===== src/rtl/ula_operation_sequencer.sv =====
// ULA operation sequencer: loads operands A and B, then the operation select and carry, from
// four shared switches, one button press at a time. It drives them onto the ULA inputs and
// lets the combinational result settle. It then snapshots the result and flags for display.
// Optional feature macro: ULA_SEQ_ACC_EN (confirm in DONE feeds result[3:0] back into A).
module ula_operation_sequencer #(
    parameter int unsigned SETTLE_CYCLES = 2,
    parameter int unsigned CNT_W         = 4
) (
    input  logic       clk,
    input  logic       rst,
    input  logic [3:0] sw,
    input  logic       btn_confirm,
    input  logic       btn_cancel,
    output logic [3:0] A,
    output logic [3:0] B,
    output logic [2:0] Sel,
    output logic       Cin,
    output logic       Bin,
    input  logic [7:0] S_in,
    input  logic       Z_in,
    input  logic       OV_in,
    input  logic       COUT_in,
    input  logic       ERR_in,
    output logic [7:0] result,
    output logic [3:0] flags,
    output logic       done,
    output logic       busy,
    output logic [2:0] state
);

    typedef enum logic [2:0] {
        StLoadA  = 3'd0,
        StLoadB  = 3'd1,
        StLoadOp = 3'd2,
        StExec   = 3'd3,
        StDone   = 3'd4
    } state_e;

    localparam logic [CNT_W-1:0] CntLast = CNT_W'(SETTLE_CYCLES - 1);

    state_e           state_q, state_d;
    logic [3:0]       a_q, a_d;
    logic [3:0]       b_q, b_d;
    logic [2:0]       sel_q, sel_d;
    logic             carry_q, carry_d;
    logic [7:0]       result_q, result_d;
    logic [3:0]       flags_q, flags_d;
    logic             done_q, done_d;
    logic             busy_q, busy_d;
    logic [CNT_W-1:0] cnt_q, cnt_d;
    logic             cfm_prev_q, can_prev_q;

    logic cfm, can, clear_ops;

    // Rising-edge detect so a held button acts only once.
    assign cfm = btn_confirm & ~cfm_prev_q;
    assign can = btn_cancel & ~can_prev_q;

    // State and datapath registers, synchronous reset.
    always_ff @(posedge clk) begin
        if (rst) begin
            state_q    <= StLoadA;
            a_q        <= '0;
            b_q        <= '0;
            sel_q      <= '0;
            carry_q    <= 1'b0;
            result_q   <= '0;
            flags_q    <= '0;
            done_q     <= 1'b0;
            busy_q     <= 1'b0;
            cnt_q      <= '0;
            cfm_prev_q <= 1'b0;
            can_prev_q <= 1'b0;
        end else begin
            state_q    <= state_d;
            a_q        <= a_d;
            b_q        <= b_d;
            sel_q      <= sel_d;
            carry_q    <= carry_d;
            result_q   <= result_d;
            flags_q    <= flags_d;
            done_q     <= done_d;
            busy_q     <= busy_d;
            cnt_q      <= cnt_d;
            cfm_prev_q <= btn_confirm;
            can_prev_q <= btn_cancel;
        end
    end

    // Next-state and register-update logic; cancel outranks confirm outside EXEC.
    always_comb begin
        state_d   = state_q;
        a_d       = a_q;
        b_d       = b_q;
        sel_d     = sel_q;
        carry_d   = carry_q;
        result_d  = result_q;
        flags_d   = flags_q;
        done_d    = 1'b0;
        cnt_d     = cnt_q;
        clear_ops = 1'b0;

        case (state_q)
            StLoadA: begin
                if (can) begin
                    clear_ops = 1'b1;
                end else if (cfm) begin
                    a_d     = sw;
                    state_d = StLoadB;
                end
            end
            StLoadB: begin
                if (can) begin
                    clear_ops = 1'b1;
                end else if (cfm) begin
                    b_d     = sw;
                    state_d = StLoadOp;
                end
            end
            StLoadOp: begin
                if (can) begin
                    clear_ops = 1'b1;
                end else if (cfm) begin
                    sel_d   = sw[2:0];
                    carry_d = sw[3];
                    cnt_d   = '0;
                    state_d = StExec;
                end
            end
            StExec: begin
                // Cancel is ignored here; the operation always runs to completion.
                cnt_d = cnt_q + CNT_W'(1);
                if (cnt_q == CntLast) begin
                    result_d = S_in;
                    flags_d  = {ERR_in, COUT_in, OV_in, Z_in};
                    done_d   = 1'b1;
                    state_d  = StDone;
                end
            end
            StDone: begin
                if (can) begin
                    clear_ops = 1'b1;
                end else if (cfm) begin
`ifdef ULA_SEQ_ACC_EN
                    a_d     = result_q[3:0];
                    state_d = StLoadB;
`else
                    state_d = StLoadA;
`endif
                end
            end
            default: state_d = StLoadA;
        endcase

        if (clear_ops) begin
            a_d     = '0;
            b_d     = '0;
            sel_d   = '0;
            carry_d = 1'b0;
            state_d = StLoadA;
        end

        busy_d = (state_d == StExec);
    end

    assign A      = a_q;
    assign B      = b_q;
    assign Sel    = sel_q;
    assign Cin    = carry_q;
    assign Bin    = carry_q;
    assign result = result_q;
    assign flags  = flags_q;
    assign done   = done_q;
    assign busy   = busy_q;
    assign state  = state_q;

endmodule


===== config.mk =====
export PLATFORM = sky130hd
export DESIGN_NAME = ula_operation_sequencer
export DESIGN_NICKNAME = d
export VERILOG_FILES = /design/src/rtl/ula_operation_sequencer.sv
export SDC_FILE = /design/constraint.sdc
export NUM_CORES = 1
export LEC_CHECK = 0
export BUFFER_PORTS_ARGS = -buffer_cell sky130_fd_sc_hd__buf_2
export CAP_MARGIN = 20
export CORE_MARGIN = 8
export CORE_UTILIZATION = 35
export CTS_BUF_LIST = sky130_fd_sc_hd__clkbuf_16
export DETAILED_ROUTE_END_ITERATION = 10
export PLACE_DENSITY_LB_ADDON = 0.12
export REMOVE_ABC_BUFFERS = 1
export SYNTH_ARGS = -nofsm -noshare
export SYNTH_HDL_FRONTEND = slang
export SYNTH_SLANG_ARGS = --single-unit

===== constraint.sdc =====
create_clock -name clk -period 1.67 [get_ports clk]
set_input_delay 0.0835 -clock clk [delete_from_list [all_inputs] [get_ports clk]]
set_output_delay 0.0835 -clock clk [all_outputs]
set_load 0.02 [all_outputs]

==> After elaboration in Yosys (flattened, before gate mapping) <==
Index checks and enable logic that the tools add are counted.
{ "word_totals": {"out_inout_bits": 30, "wordCells": 54, "register_bits": 35, "inputBits": 20} }
{ "classes": {"reduce_logical": 10, "n_mux": 17, "n_eq_ne": 8, "bitwise_logic": 6, "n_addsub": 1} }
{ "op_table": {"columns": ["cell", "n"], "rows": [
  ["$mux 3", 10],
  ["$pmux 3 s5", 1],
  ["$reduce_and 3->1", 4],
  ["$eq 3x2->1 const B", 3],
  ["$mux 4", 2],
  ["$pmux 4 s2", 1],
  ["$add 4x1->4 const B", 1],
  ["$eq 4x1->1 const B", 1],
  ["$ne 2x2->1 const B", 2],
  ["$not 1->1", 4],
  ["$reduce_or 2->1", 2],
  ["$reduce_or 4->1", 1],
  ["$eq 3x1->1 const B", 1],
  ["$eq 3x3->1 const B", 1],
  ["$logic_not 3->1", 1],
  ["$mux 1", 3],
  ["$and 1x1->1", 2],
  ["$reduce_and 2->1", 1],
  ["$reduce_bool 2->1", 1]
]} }

==> Longest topological paths before layout <==
{ "depth": {"depth_word": 7, "depth_mapped": 7, "ltp_nobuf": 6} }

==> Worst setup path before layout <==
No wires, ideal clock.
{ "synth_path": {"path_kind": "register -> register", "start": "reg state_q[2], in the netlist state[2]", "end": "reg carry_q, in the netlist Bin", "slack_ps": 61, "required_time_ps": 1550, "path_stages_with_launch": 7, "n_path_buf": 2, "t_arrival_ps": 1489, "synth_period_minus_slack_ps": 1609, "setup_ps": 120, "cell_sequence": "dfxtp_1 > buf_6 > nand2b_4 > or4_4 > buf_6 > mux2i_1 > nor2_1"} }
{ "synth_via": {"elab_chain_cells": 4, "elab_cells_between_ends": 8, "classes_between": "3 x eq/ne; 1 x mux; 4 x reduce/logical"} }
{ "synth_lines": {"columns": ["item", "line_no", "rtl"], "rows": [
  ["start: declaration", "41", "state_e state_q, state_d;"],
  ["start signal: assignment", "62", "state_q <= StLoadA;"],
  ["start signal: assignment", "75", "state_q <= state_d;"],
  ["$eq 3x3->1 (tied with other cells)", "103", "case (state_q)"],
  ["$reduce_or 4->1 (no source line)", null, null],
  ["$mux 1", null, null],
  ["$reduce_or 2->1 (no source line)", null, null],
  ["end signal: assignment", "79", "carry_q <= carry_d;"],
  ["end: declaration", "45", "logic carry_q, carry_d;"]
]} }
Several ways; a longest one is shown, not always the timed one.
A chain may end at the register's enable or synchronous reset.

==> Worst setup path after layout <==
{ "layout_path": {"start": "reg state_q[1], in the netlist state[1]", "end": "reg b_q[3], in the netlist B[3]"} }
{ "layout_via": {"elab_chain_cells": 4, "elab_cells_between_ends": 8, "classes_between": "3 x eq/ne; 1 x mux; 4 x reduce/logical"} }
{ "layout_lines": {"columns": ["item", "line_no", "rtl"], "rows": [
  ["$eq 3x3->1 (tied with other cells)", "103", null],
  ["$reduce_or 4->1 (no source line)", null, null],
  ["$mux 1", null, null],
  ["$reduce_or 2->1 (no source line)", null, null],
  ["end signal: assignment", "64", "b_q <= '0;"],
  ["end signal: assignment", "77", "b_q <= b_d;"],
  ["end: declaration", "43", "logic [3:0] b_q, b_d;"]
]} }
Several ways; a longest one is shown, not always the timed one.

==> reports/metrics.cfg <==
[global_route]
met1_usage_pct=13.7
antenna_found_initial=0
grt_util_met3_pct=4.62
gr-max-usage-layer=met2
grt_pass1_wl_mm=5.59
grt_max_degree=23
grt_use_total_pct=11.2
gr-usage-met2_pct=16.5
grt-ovfl-total=0
grt_pass1_vias=1151

[synthesis]
synth_common_cells=dfxtp_1, nor2_1, mux2i_1, a21oi_1, o21ai_0
synth_top_area_share_pct=49.4
yosysWarnings=0
synth_flop_cell=dfxtp_1
ys_ff_latch=35
yosys.cell_count.top_type=dfxtp_1
ys_async_sr_fraction_pct=0
synthCells=145
yosysSeqAreaShare_pct=49.4
synth_area_um2=1420
synthTopCellsByArea=dfxtp_1, mux2i_1, nor2_1
syn_avg_cell_area_um2=9.79
synth_top_cell_by_area=dfxtp_1
synth_edf_count=0
synth_cell_types=26

[setup_path]
path_max_fanout=8
crit_path_start_kind=flop
cp-startpoint=state[1]
endpoint_kind=flop
worst-r2r-cell-count=4
reg2reg_from=state[1]
cp.required_ns=1.83
worstSetupPathType=flop to flop
crit_end=B[3]
rr_endpoint=B[3]
crit_arrival_ns=1.72
ff2ff_setup_slack_ns=0.11

[detailed_routing]
avgRoutedWirePerCell_um=13.6
avgViaCountPerCell=4.74
drtIter0Drc=68
dr.pass1.iters=4
routed_wl_mm=3.37
num_vias=1176
remaining_drc_errors=0
antenna_left=0

[clocking]
tritoncts=yes
numCtsBuffers=5
cts_setup_buffers=0
clkSlewWorstSetupHoldPaths_ns=0.05
cts-root-buf=clkbuf_16
insertion_delay_ns=0.27
clockBufferDepth=2
htreeDepth=2
cts.sinks=35

[sta]
setup_viol=0
finClkSkew_ns=0.00195
tightestPinTransition_ns=0.394
fin_crit_sh_pct=93.1
rsz0062_at_grt=no
report.final.slew_viol_count=0
period_minus_slack_ns=1.56
fin_ws_ns=0.114
hold_ws_ns=0.0445
hold_viol=0
slew_headroom_pct=73.8
max_freq_ghz=0.643

[hold_path]
hold_path.class=primary input to flop
worstHoldStart=ERR_in
min_path_cells=3

[final_layout]
num-nets-final=219
nFillCells=365
design_area_um2=1850
area_delta_synth_final_pct=30.4
diodes=0
drive_gt1_share_pct=31.3

[place]
hpwl_mm=2.59
placed_cell_area_um2=1710
place_ws_ns=0.104
gp_congestion=0.743
portBuffers=49

[power]
p_per_area_nw_per_um2=978
max-vdd-ir-drop_mv=0.545
leakage_nw=0.993

[die]
die_w_um=79.7
dieArea_um2=6350
core_um2=3940
rows=23
fp.dieH_um=79.7
pin_count=50
start_util_pct=36.0

[job]
cap_violations=0

[outcome]
status=finished clean

[worst max-delay path: stages, from the launching register on]
cell and delay [ns]:
dfxtp_1 0.39, nand2b_1 0.19, or4_1 0.59, mux2i_1 0.22
nor2_1 0.05
[report_power, final]
group          leakage [nW]  internal (W)  total (W)  switching [W]
clock network        0.0701      0.000535   0.000845       0.000310
registers             0.283      0.000845   0.000852     0.00000629
logic                 0.640     0.0000476   0.000112      0.0000648
[how the worst min path moves through the flow]
stage | slack [ns] | endpoint
6_report | 0.04 | flags[3]
5_1_grt | 0.04 | result[1]
4_1_cts | 0.04 | result[1]
3_5_place_dp | 0.32 | flags[3]
3_3_place_gp | 0.31 | flags[2]
2_1_floorplan | 0.15 | cnt_q[1]
[metal layers]
metal	vias up	part of all wire [%]
li1	596	-
met1	541	46
met2	33	46
met3	6	6.3
met4	0	1.8
met5	-	0
[sequential cells by signal, indices dropped and copies added (netlist names)]
| signal | count |
|---|---|
| A | 4 |
| B | 4 |
| Bin | 1 |
| Sel | 3 |
| busy | 1 |
| can_prev_q | 1 |
| cfm_prev_q | 1 |
| cnt_q | 4 |
| done | 1 |
| flags | 4 |
| result | 8 |
| state | 3 |
[final cells by class]
cell class,instances,area (um2),area share (%)
Clock buffer,5,125,6.76
Sequential cell,35,701,37.9
Multi-Input combinational cell,100,661,35.7
Tap cell,50,62.6,3.38
Inverter,1,3.75,0.203
Clock inverter,3,11.3,0.609
Timing Repair Buffer,54,287,15.5
[through the flow]
step | cells | TNS (ns) | utilization (%) | total power [W]
after floorplan | 136 | -1.08 | - | 0.000925
after global placement | 240 | 0 | 43.3 | 0.000979
after detailed placement | 240 | 0 | 43.3 | 0.000982
after CTS | 248 | 0 | 46.7 | 0.00184
after global routing | 248 | 0 | 46.9 | 0.00190
final | 248 | 0 | 46.9 | 0.00181
[what timing repair did]
item                                    in CTS  in global routing
endpoints found under the setup margin       0                  6
resized for setup                            0                  2
hold buffers                                 0                  0
[cell families (layout without fill, tap and decap cells)]
group,Yosys count,in the layout,synth area share (%)
fa+ha+maj,3,3,2.47
flops,35,35,49.4
buf+inv,10,63,4.41
mux,25,25,17.6
compound gates,19,19,7.41
simple gates,53,53,18.7
[cell usage in the layout, fill, tap and decap left out, types with 4 or more instances in the layout]
cell type | synthesis | layout
buf_2 | 2 | 49
a21oi_1 | 9 | 9
buf_4 | 2 | 4
nor3_1 | 4 | 4
dfxtp_1 | 35 | 35
o21ai_0 | 6 | 6
clkbuf_16 | 0 | 5
nor2b_1 | 5 | 5
nor2_1 | 27 | 27
mux2i_1 | 25 | 25
Note: power is estimated with default switching activity, not from simulation.
